`config.mk`:
```
export PLATFORM = sky130hd
export DESIGN_NAME = instr_encoder_flat
export DESIGN_NICKNAME = d
export VERILOG_FILES = /design/src/rtl/instr_encoder_if.sv /design/src/rtl/instr_encoder.sv /design/src/flat_wrapper.sv
export SDC_FILE = /design/constraint.sdc
export NUM_CORES = 1
export LEC_CHECK = 0
export CORE_AREA = 8 8 100 102
export CTS_BUF_LIST = sky130_fd_sc_hd__clkbuf_8
export CTS_CLUSTER_SIZE = 30
export DETAILED_ROUTE_END_ITERATION = 16
export DIE_AREA = 0 0 108 110
export GPL_TIMING_DRIVEN = 1
export HOLD_SLACK_MARGIN = 0.15
export PLACE_DENSITY = 0.72
export SLEW_MARGIN = 20
export SYNTH_ARGS = -nofsm -noshare
export SYNTH_HDL_FRONTEND = slang
export SYNTH_SLANG_ARGS = --single-unit
export TNS_END_PERCENT = 20
```
`constraint.sdc`:
```
create_clock -name clk -period 3.1 [get_ports clk]
set_input_delay 0.62 -clock clk [delete_from_list [all_inputs] [get_ports clk]]
set_output_delay 0.62 -clock clk [all_outputs]
set_load 0.005 [all_outputs]
```
`src/rtl/instr_encoder_if.sv`:
```
// Descriptor-in / instruction-memory-write-out bundle for instr_encoder, plus session status.
interface instr_encoder_if #(
  parameter int ADDR_W = 8
);
  logic              start;
  logic              in_valid;
  logic              in_ready;
  logic [4:0]        in_op;
  logic [4:0]        in_rs;
  logic [4:0]        in_rt;
  logic [4:0]        in_rd;
  logic [4:0]        in_shamt;
  logic [15:0]       in_imm;
  logic [25:0]       in_target;
  logic              in_last;
  logic              mem_we;
  logic [ADDR_W-1:0] mem_addr;
  logic [31:0]       mem_wdata;
  logic              busy;
  logic              done;
  logic              err;
  logic [ADDR_W:0]   count;

  modport master (
    output start, in_valid, in_op, in_rs, in_rt, in_rd, in_shamt, in_imm, in_target, in_last,
    input  in_ready, mem_we, mem_addr, mem_wdata, busy, done, err, count
  );

  modport slave (
    input  start, in_valid, in_op, in_rs, in_rt, in_rd, in_shamt, in_imm, in_target, in_last,
    output in_ready, mem_we, mem_addr, mem_wdata, busy, done, err, count
  );
endinterface

```
`src/rtl/instr_encoder.sv`:
```
// Encodes instruction descriptors into 32-bit words and writes them to consecutive memory words; write lands one
// cycle after the handshake, back-to-back with no bubbles; in_ready drops after the last descriptor or when memory is full.
module instr_encoder #(
  parameter int ADDR_W    = 8,
  parameter int BASE_ADDR = 0
) (
  input logic            clk,
  input logic            rst,
  instr_encoder_if.slave bus
);
  typedef enum logic [1:0] {IDLE, RUN, DONE} state_t;

  localparam logic [ADDR_W-1:0] BASE = ADDR_W'(BASE_ADDR);
  localparam logic [ADDR_W:0]   CAP  = {1'b1, {ADDR_W{1'b0}}};

  state_t            state_q, state_d;
  logic [ADDR_W-1:0] addr_q, mem_addr_q;
  logic [ADDR_W:0]   count_q;
  logic [31:0]       wdata_q, word;
  logic              err_q, last_q, we_q;
  logic              busy, done, ready;
  logic              full, wrap_up, accept, op_ok;
  logic [5:0]        opcode, funct;
  logic              is_r, is_shift;

  assign full    = (count_q == CAP);
  assign wrap_up = last_q | full;
  assign accept  = bus.in_valid & ready;
  assign op_ok   = ~bus.in_op[4];

  always_ff @(posedge clk) begin
    if (rst) state_q <= IDLE;
    else     state_q <= state_d;
  end

  always_comb begin
    state_d = state_q;
    case (state_q)
      IDLE, DONE: if (bus.start) state_d = RUN;
      RUN:        if (wrap_up)   state_d = DONE;
      default:                   state_d = IDLE;
    endcase
  end

  always_comb begin
    busy  = (state_q == RUN);
    done  = (state_q == DONE);
    ready = (state_q == RUN) & ~wrap_up;
  end

  always_comb begin
    opcode   = 6'b000000;
    funct    = 6'b000000;
    is_r     = 1'b0;
    is_shift = 1'b0;
    case (bus.in_op)
      5'd0:  begin is_r = 1'b1; funct = 6'b100000; end
      5'd1:  begin is_r = 1'b1; funct = 6'b100010; end
      5'd2:  begin is_r = 1'b1; funct = 6'b100100; end
      5'd3:  begin is_r = 1'b1; funct = 6'b100101; end
      5'd4:  begin is_r = 1'b1; funct = 6'b100110; end
      5'd5:  begin is_r = 1'b1; is_shift = 1'b1; funct = 6'b000000; end
      5'd6:  begin is_r = 1'b1; is_shift = 1'b1; funct = 6'b000010; end
      5'd7:  begin is_r = 1'b1; is_shift = 1'b1; funct = 6'b000011; end
      5'd8:  begin is_r = 1'b1; funct = 6'b101010; end
      5'd9:  begin is_r = 1'b1; funct = 6'b101011; end
      5'd10: opcode = 6'b001000;
      5'd11: opcode = 6'b001101;
      5'd12: opcode = 6'b000100;
      5'd13: opcode = 6'b000010;
      5'd14: opcode = 6'b100011;
      5'd15: opcode = 6'b101011;
      default: ;
    endcase
    // Shifts take their operand from rt, so rs is zeroed; only shifts carry a shamt.
    if (is_r)
      word = {6'b000000, is_shift ? 5'd0 : bus.in_rs, bus.in_rt, bus.in_rd,
              is_shift ? bus.in_shamt : 5'd0, funct};
    else if (bus.in_op == 5'd13)
      word = {opcode, bus.in_target};
    else
      word = {opcode, bus.in_rs, bus.in_rt, bus.in_imm};
  end

  always_ff @(posedge clk) begin
    if (rst) begin
      addr_q     <= BASE;
      count_q    <= '0;
      err_q      <= 1'b0;
      last_q     <= 1'b0;
      we_q       <= 1'b0;
      mem_addr_q <= BASE;
      wdata_q    <= '0;
    end else begin
      we_q <= 1'b0;
      if (state_q != RUN) begin
        if (bus.start) begin
          addr_q  <= BASE;
          count_q <= '0;
          err_q   <= 1'b0;
          last_q  <= 1'b0;
        end
      end else if (wrap_up) begin
        if (!last_q) err_q <= 1'b1;
      end else if (accept) begin
        if (bus.in_last) last_q <= 1'b1;
        if (op_ok) begin
          we_q       <= 1'b1;
          mem_addr_q <= addr_q;
          wdata_q    <= word;
          addr_q     <= addr_q + ADDR_W'(1);
          count_q    <= count_q + (ADDR_W + 1)'(1);
        end else begin
          err_q <= 1'b1;
        end
      end
    end
  end

  // Reset masks the strobe directly so a write registered just before reset never reaches memory.
  assign bus.mem_we    = we_q & ~rst;
  assign bus.in_ready  = ready & ~rst;
  assign bus.mem_addr  = mem_addr_q;
  assign bus.mem_wdata = wdata_q;
  assign bus.busy      = busy;
  assign bus.done      = done;
  assign bus.err       = err_q;
  assign bus.count     = count_q;
endmodule

```
`src/flat_wrapper.sv`:
```
// flat-port wrapper written by rule: the top's interface ports become plain ports
module instr_encoder_flat 
#(
  parameter int ADDR_W    = 8,
  parameter int BASE_ADDR = 0
)
  (clk, rst, bus_start, bus_in_valid, bus_in_op, bus_in_rs, bus_in_rt, bus_in_rd, bus_in_shamt, bus_in_imm, bus_in_target, bus_in_last, bus_in_ready, bus_mem_we, bus_mem_addr, bus_mem_wdata, bus_busy, bus_done, bus_err, bus_count);
  instr_encoder_if #(.ADDR_W(ADDR_W)) bus_i ();
  input logic clk;
  input logic rst;
  input wire logic [$bits(bus_i.start)-1:0] bus_start;
  input wire logic [$bits(bus_i.in_valid)-1:0] bus_in_valid;
  input wire logic [$bits(bus_i.in_op)-1:0] bus_in_op;
  input wire logic [$bits(bus_i.in_rs)-1:0] bus_in_rs;
  input wire logic [$bits(bus_i.in_rt)-1:0] bus_in_rt;
  input wire logic [$bits(bus_i.in_rd)-1:0] bus_in_rd;
  input wire logic [$bits(bus_i.in_shamt)-1:0] bus_in_shamt;
  input wire logic [$bits(bus_i.in_imm)-1:0] bus_in_imm;
  input wire logic [$bits(bus_i.in_target)-1:0] bus_in_target;
  input wire logic [$bits(bus_i.in_last)-1:0] bus_in_last;
  output wire logic [$bits(bus_i.in_ready)-1:0] bus_in_ready;
  output wire logic [$bits(bus_i.mem_we)-1:0] bus_mem_we;
  output wire logic [$bits(bus_i.mem_addr)-1:0] bus_mem_addr;
  output wire logic [$bits(bus_i.mem_wdata)-1:0] bus_mem_wdata;
  output wire logic [$bits(bus_i.busy)-1:0] bus_busy;
  output wire logic [$bits(bus_i.done)-1:0] bus_done;
  output wire logic [$bits(bus_i.err)-1:0] bus_err;
  output wire logic [$bits(bus_i.count)-1:0] bus_count;
  assign bus_i.start = bus_start;
  assign bus_i.in_valid = bus_in_valid;
  assign bus_i.in_op = bus_in_op;
  assign bus_i.in_rs = bus_in_rs;
  assign bus_i.in_rt = bus_in_rt;
  assign bus_i.in_rd = bus_in_rd;
  assign bus_i.in_shamt = bus_in_shamt;
  assign bus_i.in_imm = bus_in_imm;
  assign bus_i.in_target = bus_in_target;
  assign bus_i.in_last = bus_in_last;
  assign bus_in_ready = bus_i.in_ready;
  assign bus_mem_we = bus_i.mem_we;
  assign bus_mem_addr = bus_i.mem_addr;
  assign bus_mem_wdata = bus_i.mem_wdata;
  assign bus_busy = bus_i.busy;
  assign bus_done = bus_i.done;
  assign bus_err = bus_i.err;
  assign bus_count = bus_i.count;
  instr_encoder #(.ADDR_W(ADDR_W), .BASE_ADDR(BASE_ADDR)) u_core (.clk(clk), .rst(rst), .bus(bus_i));
endmodule
```
==> flow_results.org, run 1 <==
** Power
- The analysis attributes to net switching a power of between 400 and 500 µW.
- Clock power frac :: between 40 and 50%
- Cell internal power was estimated by the tool at ~1400 µW.
- In this run, flip-flops and latches consume between 40% and 50% of the power.
- For this design the ratio of total power to cell area is about 400 nW/µm².
- Summing internal, switching and leakage power gives 1900 µW.
- Per report_power, the combinational group accounts for 15.1% of the total.
- In this run the static leakage power is 0.00170 µW.
- Switching power as a share of total power :: approximately a quarter
- Across the VDD grid, the largest voltage drop is between 200 and 250 µV.

** Setup path
- Setup Crit Path Kind :: flop to output port
- Kind of end point of the critical path :: output port
- Data on the critical path is required at its endpoint by between 2 and 2.5 ns.
- Max FO, Critical Path :: 11
- Signal arrival time at the worst endpoint :: ~2.3 ns
- STA classifies the critical path startpoint as a flop.

** CTS
- In this run the post-CTS setup repair buffer count came out at 0.
- TritonCTS built the clock tree.
- CTS saw about 60 sinks.
- At the later pin of the worst-skew pair, clock insertion delay measures around 0.35 ns.
- In this run, post-CTS repair resized a total of 0 instances.
- Hold-fix buffers at CTS :: 0
- CTS placed an instance of sky130_fd_sc_hd__clkbuf_8 at the clock tree root.
- Num CTS Buffers :: 9
- The H-tree was split into 3 levels.
- The clock passes through at most 2 buffers.
- Clock-pin slew was measured on the worst setup and hold paths at ~0.08 ns.

** Logic synthesis
- #FFs+latches synth :: 61
- Main flop type after synthesis :: sky130_fd_sc_hd__dfxtp_1
- Post-synth design cell area :: about 3300 µm²
- The Yosys step of the flow raised 0 warnings.
- Area share of the leading cell type in the synthesized netlist :: about 38%
- By count the netlist is led by 61 x sky130_fd_sc_hd__dfxtp_1, 42 x sky130_fd_sc_hd__a21oi_1, 38 x sky130_fd_sc_hd__nand2_1.
- Synth async-reset ratio :: 0%
- Synth Net Count :: 472
- Counting flops with a built-in enable in the synthesized netlist gives 0.
- Top-count cell post-synth :: sky130_fd_sc_hd__dfxtp_1
- Synth top area cells :: sky130_fd_sc_hd__dfxtp_1 38%, sky130_fd_sc_hd__a21oi_1 6.5%, sky130_fd_sc_hd__nand2_1 4.4%
- Count of cell types in the netlist :: 50
- Of the synthesized area, sequential elements account for 37.5%.
- A synthesized cell averages slightly above 8 µm².
- The synthesized design spends more area on one cell type than any other, namely sky130_fd_sc_hd__dfxtp_1.
- Synthesis handed over a netlist of about 400 instances.

** Global route
- GR met2 Demand/Resource :: roughly 28%
- Met1 Resource Use GR :: about 20%
- Wire length of the first global-routing pass :: about 17000 µm
- Vias in the first global route :: about 3400
- Remaining global-route overflow :: 0
- Entering global routing, the biggest net connects 45 pins.
- Total GRT Usage :: 17.2%
- The layer flagged by global routing as most heavily used is met2.
- Global routing met3 resource utilization :: under 10%
- The number of antenna violations at the first check in global routing was 0.

** Place
- At the end of routability-driven placement, the weighted congestion stood at 0.889.
- Port buffer count :: about 120
- Prior to clock tree synthesis, the placed netlist has a worst setup slack of 0.392 ns.
- The wire-length estimate of the detail-placed layout is about 7600 µm.

** Detailed routing
- In this run, the number of DRC markers left after iteration 0 of detailed routing was 182.
- The detailed router placed around 3400 vias in this run.
- Dividing the detail-routed via count by the number of cells gives between 5 and 6.
- After detailed routing, the number of remaining DRC violations is 0.
- The count of nets left with antenna violations once routing finished came out at 0.
- Wires add up to slightly above 10000 µm.
- DR pass1 iterations :: 4
- After detailed routing, the average wire length per cell comes to approximately 17 µm.

** STA
- Setup Total Neg Slack :: 0 ns
- Peak clock frequency supported by timing :: roughly 350 MHz
- Setup violations remaining at the end of the flow were counted as 0.
- Final hold analysis gives a worst-case slack of ~0.45 ns.
- After layout, the worst setup slack is around 0.21 ns.
- Clock skew on the completed layout was measured at between 0.01 and 0.015 ns.
- Slew of the pin with the lowest slew margin :: around 0.52 ns
- Number of endpoints with negative hold slack in the final report :: 0
- Number of pins with negative max-slew slack in the final report :: 0
- Minimum period implied by the final worst setup slack :: 2.89 ns
- Unrepaired setup endpoints after global routing :: no
- In this run the tightest slew margin relative to its limit is 65.1%.
- Period utilization :: 93.2%

** Floorplanning
- Row cnt :: 34
- Placeable core region :: ~8500 µm²
- Measured along the x axis, the die boundary spans about 110 µm.
- Die height :: 110 µm
- Area enclosed by the die boundary :: 11900 µm²
- Initial Utilization :: between 30% and 40%
- Ports :: ~130

** Final layout
- Relative to the synthesized area, the layout overhead comes to 46.6%.
- Post-route core utilization :: a little under three fifths
- Layout cell share with drive strength beyond 1 :: roughly 7.6%
- The final layout contains slightly below 600 nets.
- Antenna diodes :: 0

** Run
- The tool flagged a number of max-cap violations equal to 0.

** Min path
- Min-Delay Path Class :: flop to flop

** Run status
- Run status :: finished, final reports clean
-- layer usage --
metal,routed length [µm],part of all wire [%],vias up
met5,0,0,-
met4,192,1.9,0
met3,750,7.3,14
met2,4810,47,100
met1,4520,44,1597
li1,-,-,1706
-- area by class of cell --
class	count	area (µm²)
clock inverter	7	97.6
timing repair buffer	137	1330
tap	108	135
multi-input combinational	293	1830
sequential	61	1220
fill	773	3700
inverter	7	26.3
clock buffer	9	124
-- state kept, by name, indices dropped and copies added (netlist names) --
| name | cells |
|---|---|
| u_core.bus.err | 1 |
| u_core.state_q | 2 |
| u_core.we_q | 1 |
| u_core.last_q | 1 |
| u_core.bus.count | 9 |
| u_core.bus.mem_addr | 8 |
| u_core.bus.mem_wdata | 31 |
| u_core.addr_q | 8 |
-- worst paths after layout --
kind                                            endpoint                      from  slack (ns)  cells past startpoint
worst min register to register  u_core.bus.mem_wdata[28]  u_core.bus.mem_wdata[28]        0.45                      2
worst max register to register          u_core.addr_q[3]       u_core.bus.count[0]        0.74                      7
worst min-delay path            u_core.bus.mem_wdata[28]  u_core.bus.mem_wdata[28]        0.45                      2
worst max-delay path                        bus_in_ready       u_core.bus.count[0]        0.21                      7
-- through the flow --
stage / instances / instance area, µm²
global route: 622 / 4770
CTS: 622 / 4770
floorplan: 397 / 3250
global placement: 606 / 4550
detailed placement: 606 / 4550
finish: 622 / 4770
-- logic make-up after synthesis --
family                   Yosys count  synth area share [%]
other                              1                 0.115
adder cells (fa/ha/maj)            3                  1.15
multiplexers                       2                 0.654
flip-flops                        61                  37.5
AO/OA/AOI/OAI                    144                  30.3
AND/OR/NAND/NOR                  143                  24.0
buffers and inverters             43                  6.19
-- cell usage in the layout, fill, tap and decap left out, types with 2 or more instances in the layout --
cell,n
sky130_fd_sc_hd__and3_1,22
sky130_fd_sc_hd__o211ai_1,7
sky130_fd_sc_hd__and4_1,4
sky130_fd_sc_hd__o31ai_1,5
sky130_fd_sc_hd__a211oi_1,13
sky130_fd_sc_hd__nor2_1,23
sky130_fd_sc_hd__inv_1,6
sky130_fd_sc_hd__nor3_1,6
sky130_fd_sc_hd__a21oi_1,42
sky130_fd_sc_hd__nand2_1,38
sky130_fd_sc_hd__clkinvlp_4,2
sky130_fd_sc_hd__inv_6,2
sky130_fd_sc_hd__nand4_1,5
sky130_fd_sc_hd__nand3_1,17
sky130_fd_sc_hd__o21ai_1,3
sky130_fd_sc_hd__or2_2,2
sky130_fd_sc_hd__clkdlybuf4s50_1,123
sky130_fd_sc_hd__bufinv_16,2
sky130_fd_sc_hd__dfxtp_1,61
sky130_fd_sc_hd__nor2b_1,6
sky130_fd_sc_hd__a21o_1,3
sky130_fd_sc_hd__nor3b_1,3
sky130_fd_sc_hd__a41oi_1,3
sky130_fd_sc_hd__o21ai_0,20
sky130_fd_sc_hd__nand2b_1,4
sky130_fd_sc_hd__nand3b_1,7
sky130_fd_sc_hd__ha_1,3
sky130_fd_sc_hd__clkbuf_8,9
sky130_fd_sc_hd__o2111ai_1,3
sky130_fd_sc_hd__a41o_1,2
sky130_fd_sc_hd__buf_4,13
sky130_fd_sc_hd__a311oi_1,16
sky130_fd_sc_hd__nor4b_4,2
sky130_fd_sc_hd__a21boi_0,17
-- power groups by stage --
stage / Sequential [µW] / Clock, µW / Combinational, µW
after floorplan: 828 / 0 / 130
after global placement: 828 / 0 / 284
after detailed placement: 829 / 0 / 287
after CTS: 811 / 813 / 288
after global routing: 813 / 851 / 315
final: 810 / 805 / 288
-- critical path, cell delays in order, from the launching register on --
cell and delay, ns:
sky130_fd_sc_hd__dfxtp_1 0.45, sky130_fd_sc_hd__inv_1 0.10, sky130_fd_sc_hd__ha_1 0.21, sky130_fd_sc_hd__nor4b_4 0.15, sky130_fd_sc_hd__a21boi_1 0.14, sky130_fd_sc_hd__buf_4 0.19, sky130_fd_sc_hd__nor2b_1 0.18, sky130_fd_sc_hd__clkdlybuf4s50_1 0.52
Power figures use the tool's default switching activity.
==> run 2: changes to the inputs <==
--- a/config.mk
+++ b/config.mk
@@ -5,14 +5,14 @@
 export SDC_FILE = /design/constraint.sdc
 export NUM_CORES = 1
 export LEC_CHECK = 0
-export CORE_AREA = 8 8 100 102
+export CORE_AREA = 10 10 92 114
 export CTS_BUF_LIST = sky130_fd_sc_hd__clkbuf_8
 export CTS_CLUSTER_SIZE = 30
 export DETAILED_ROUTE_END_ITERATION = 16
-export DIE_AREA = 0 0 108 110
+export DIE_AREA = 0 0 102 124
 export GPL_TIMING_DRIVEN = 1
 export HOLD_SLACK_MARGIN = 0.15
-export PLACE_DENSITY = 0.72
+export PLACE_DENSITY = 0.73
 export SLEW_MARGIN = 20
 export SYNTH_ARGS = -nofsm -noshare
 export SYNTH_HDL_FRONTEND = slang
==> run 2 against run 1 <==
Register-to-register slack improved by 0.14 ns. Global-route usage decreased by 0.95 points. Sequential power hardly changed. Final cell count shrank 2.1%. Worst hold slack worse by 0.0029 ns. Sequential cell count unchanged. Critical path type unchanged.
==> flow_results.org, run 2 (synthesized netlist as in run 1, its figures left out) <==
** CTS
- The CTS H-tree depth was 3 (unchanged).
- Total of cells resized after clock tree synthesis :: 0 (unchanged)
- The TritonCTS sink count was 61 (unchanged).
- The number of buffers inserted for hold repair after clock tree synthesis is 0 (unchanged).
- Clock edge transition at the registers on the reported setup and hold paths :: 0.07 ns (was 0.08 ns)
- The cell at the root of the clock tree is sky130_fd_sc_hd__clkbuf_8 (unchanged).
- Insertion delay to the later sink of the worst-skew pair :: 0.34 ns (was 0.35 ns)
- The TritonCTS buffer count is 9 (unchanged).
- Number of buffers between clock root and the deepest sink :: 2 (unchanged)
- Post-CTS Setup Inserts :: 0 (unchanged)
- TritonCTS clock tree :: built (unchanged)

** Detailed routing
- The routed length per placed instance is 16.9 µm (was 16.5 µm).
- The wire length on met2 came to 5320 µm (was 4810 µm).
- The iteration-0 DRC count of the detailed router is 141 (was 182).
- DR pass1 iterations :: 4 (unchanged)
- The aggregate routed wire length is 10300 µm (about the same).
- Top Layer Used :: met4 (unchanged)
- M1 WL :: 3870 µm (was 4520 µm)
- Residual antenna-violating net count after detailed routing :: 0 (unchanged)
- Via count :: 3387 (was 3417)
- Amount of wire on met3 after detailed routing :: 930 µm (was 750 µm)
- The routed via count divided by cell count was 5.56 (was 5.49).
- The number of remaining DRC errors came to 0 (unchanged).

** Setup path
- The type of destination of the critical path is an output port (unchanged).
- Critical path launch point type :: flop (unchanged)
- Setup Crit Path Kind :: flop to output port (unchanged)
- The critical path endpoint is bus_in_ready (unchanged).
- Worst reg2reg endpoint :: u_core.bus.count[3] (was u_core.addr_q[3])
- The critical path arrival came to 2.11 ns (was 2.27 ns).
- The worst setup path startpoint is u_core.bus.count[0] (unchanged).
- The number of cells on the worst reg-to-reg path came to 7 (unchanged).
- Worst EP required :: 2.48 ns (about the same)
- Max FO, Critical Path :: 7 (was 11)
- The worst reg-to-reg setup slack came to 0.88 ns (was 0.74 ns).
- The start of the worst register-to-register path is u_core.bus.count[0] (unchanged).

** Floorplanning
- Row cnt :: 37 (was 34)
- The number of I/O pins was 126 (unchanged).
- The vertical die dimension is 124 µm (was 110 µm).
- The placeable core area came to 8240 µm² (was 8470 µm²).
- The initial standard-cell utilization of the core came to 39.5% (was 38.4%).
- Die width :: 102 µm (was 108 µm)
- Area enclosed by the die boundary :: 12600 µm² (was 11900 µm²)

** STA
- The final number of hold-violating endpoints came to 0 (unchanged).
- The total of endpoints with negative setup slack in the final report is 0 (unchanged).
- The final period demand of the worst path is 2.73 ns (was 2.89 ns).
- The final setup TNS came to 0 ns (unchanged).
- The max-slew violation count is 0 (unchanged).
- Slew of the pin with the lowest slew margin :: 0.678 ns (was 0.524 ns)
- The fraction of the cycle the final worst path needs was 88.0% (was 93.2%).
- The highest clock frequency the design can meet is 367 MHz (was 346 MHz).
- The max-slew headroom at the worst pin came to 54.8% (was 65.1%).
- Unrepaired setup endpoints after global routing: no (unchanged).
- Worst Skew :: 0.00854 ns (was 0.0102 ns)

** Place
- The total of buffers placed on input and output ports was 124 (unchanged).
- Post-DP HPWL :: 7730 µm (was 7560 µm)
- Routability-driven placement congestion ratio :: 0.857 (was 0.889)

** Global route
- Total GRT Usage :: 16.3% (was 17.2%)
- Remaining global-route overflow :: 0 (unchanged)
- Vias in the first global route :: 3442 (was 3386)
- The wire length of the first global-routing pass came to 16600 µm (was 16500 µm).
- Largest net degree at the start of global routing :: 67 (was 45)
- Initial antenna violation count :: 0 (unchanged)

** Final layout
- The number of flip-flops in the largest register came to 31 (unchanged).
- Top library cells by usage in the layout, fill and taps aside :: 123 x sky130_fd_sc_hd__clkdlybuf4s50_1, 61 x sky130_fd_sc_hd__dfxtp_1, 42 x sky130_fd_sc_hd__a21oi_1 (unchanged)
- Leading cell type in the layout, fill and taps excluded :: sky130_fd_sc_hd__clkdlybuf4s50_1 (unchanged)
- Antenna diodes :: 0 (unchanged)
- The growth of design area from synthesis to finish is 45.6% (was 46.6%).
- Post-route core utilization :: 57.5% (was 56.3%)
- The layout cell share with drive strength beyond 1 was 6.84% (was 7.59%).
- Nets@finish :: 582 (was 584)

** Min path
- The worst hold path depth is 2 (unchanged).
- Min-Delay Path Class :: flop to flop (unchanged)

** Run status
- Run status :: finished, final reports clean (unchanged)

** Power
- The maximum vdd ir drop came to 249 µV (was 230 µV).
- Static leakage :: 0.00169 µW (was 0.00170 µW)
- Pwr Density :: 377 nW/µm² (was 399 nW/µm²)

** Run
- The number of max-cap violations is 0 (unchanged).
## run 2: area by class of cell
type                    instances  area (µm²)
fillers                       774        3500
multi-input cells             293        1830
repair buffers                135        1340
flip-flops and latches         61        1220
clock buffers                  10         138
well taps                      97         121
clock inverters                 6        55.1
inverters                       7        26.3
## run 2: critical path, cell delays in order (launching register included)
cell and delay (ns):
sky130_fd_sc_hd__dfxtp_1 0.46, sky130_fd_sc_hd__inv_1 0.10, sky130_fd_sc_hd__ha_1 0.21, sky130_fd_sc_hd__nor4b_4 0.15
sky130_fd_sc_hd__a21boi_1 0.17, sky130_fd_sc_hd__nor2b_1 0.17, sky130_fd_sc_hd__clkdlybuf4s50_1 0.52
## run 2: layer usage
metal | global-route usage, % | vias to the layer above
met5 | 0 | -
met4 | 6.54 | 0
met3 | 6.87 | 15
met2 | 28.5 | 111
met1 | 16.8 | 1565
li1 | - | 1696
## run 2: worst min-delay path by stage
| stage | from | endpoint | slack [ns] |
|---|---|---|---|
| after global placement | u_core.bus.mem_wdata[4] | u_core.bus.mem_wdata[4] | 0.44 |
| final | u_core.bus.mem_wdata[23] | u_core.bus.mem_wdata[23] | 0.45 |
| after floorplan | u_core.addr_q[7] | u_core.bus.mem_addr[7] | 0.45 |
| after global routing | u_core.bus.mem_addr[2] | u_core.bus.mem_addr[2] | 0.48 |
| after detailed placement | u_core.bus.mem_wdata[23] | u_core.bus.mem_wdata[23] | 0.45 |
| after CTS | u_core.bus.mem_wdata[23] | u_core.bus.mem_wdata[23] | 0.45 |
## run 2: metrics by stage
stage / instance area [µm²] / setup slack, ns / hold slack (ns) / instances / total power, µW
after global routing: 4740 / 0.201 / 0.482 / 609 / 1870
final: 4740 / 0.372 / 0.451 / 609 / 1780
after floorplan: 3250 / 1.13 / 0.445 / 397 / 958
after detailed placement: 4540 / 0.445 / 0.445 / 593 / 1120
after CTS: 4740 / 0.320 / 0.455 / 609 / 1800
after global placement: 4540 / 0.489 / 0.442 / 593 / 1110
## run 2: where the power goes
group | total [µW] | switching, µW | internal (µW)
logic | 285 | 128 | 158
registers | 812 | 11.2 | 800
clock network | 688 | 304 | 384
total | 1780 | 443 | 1340
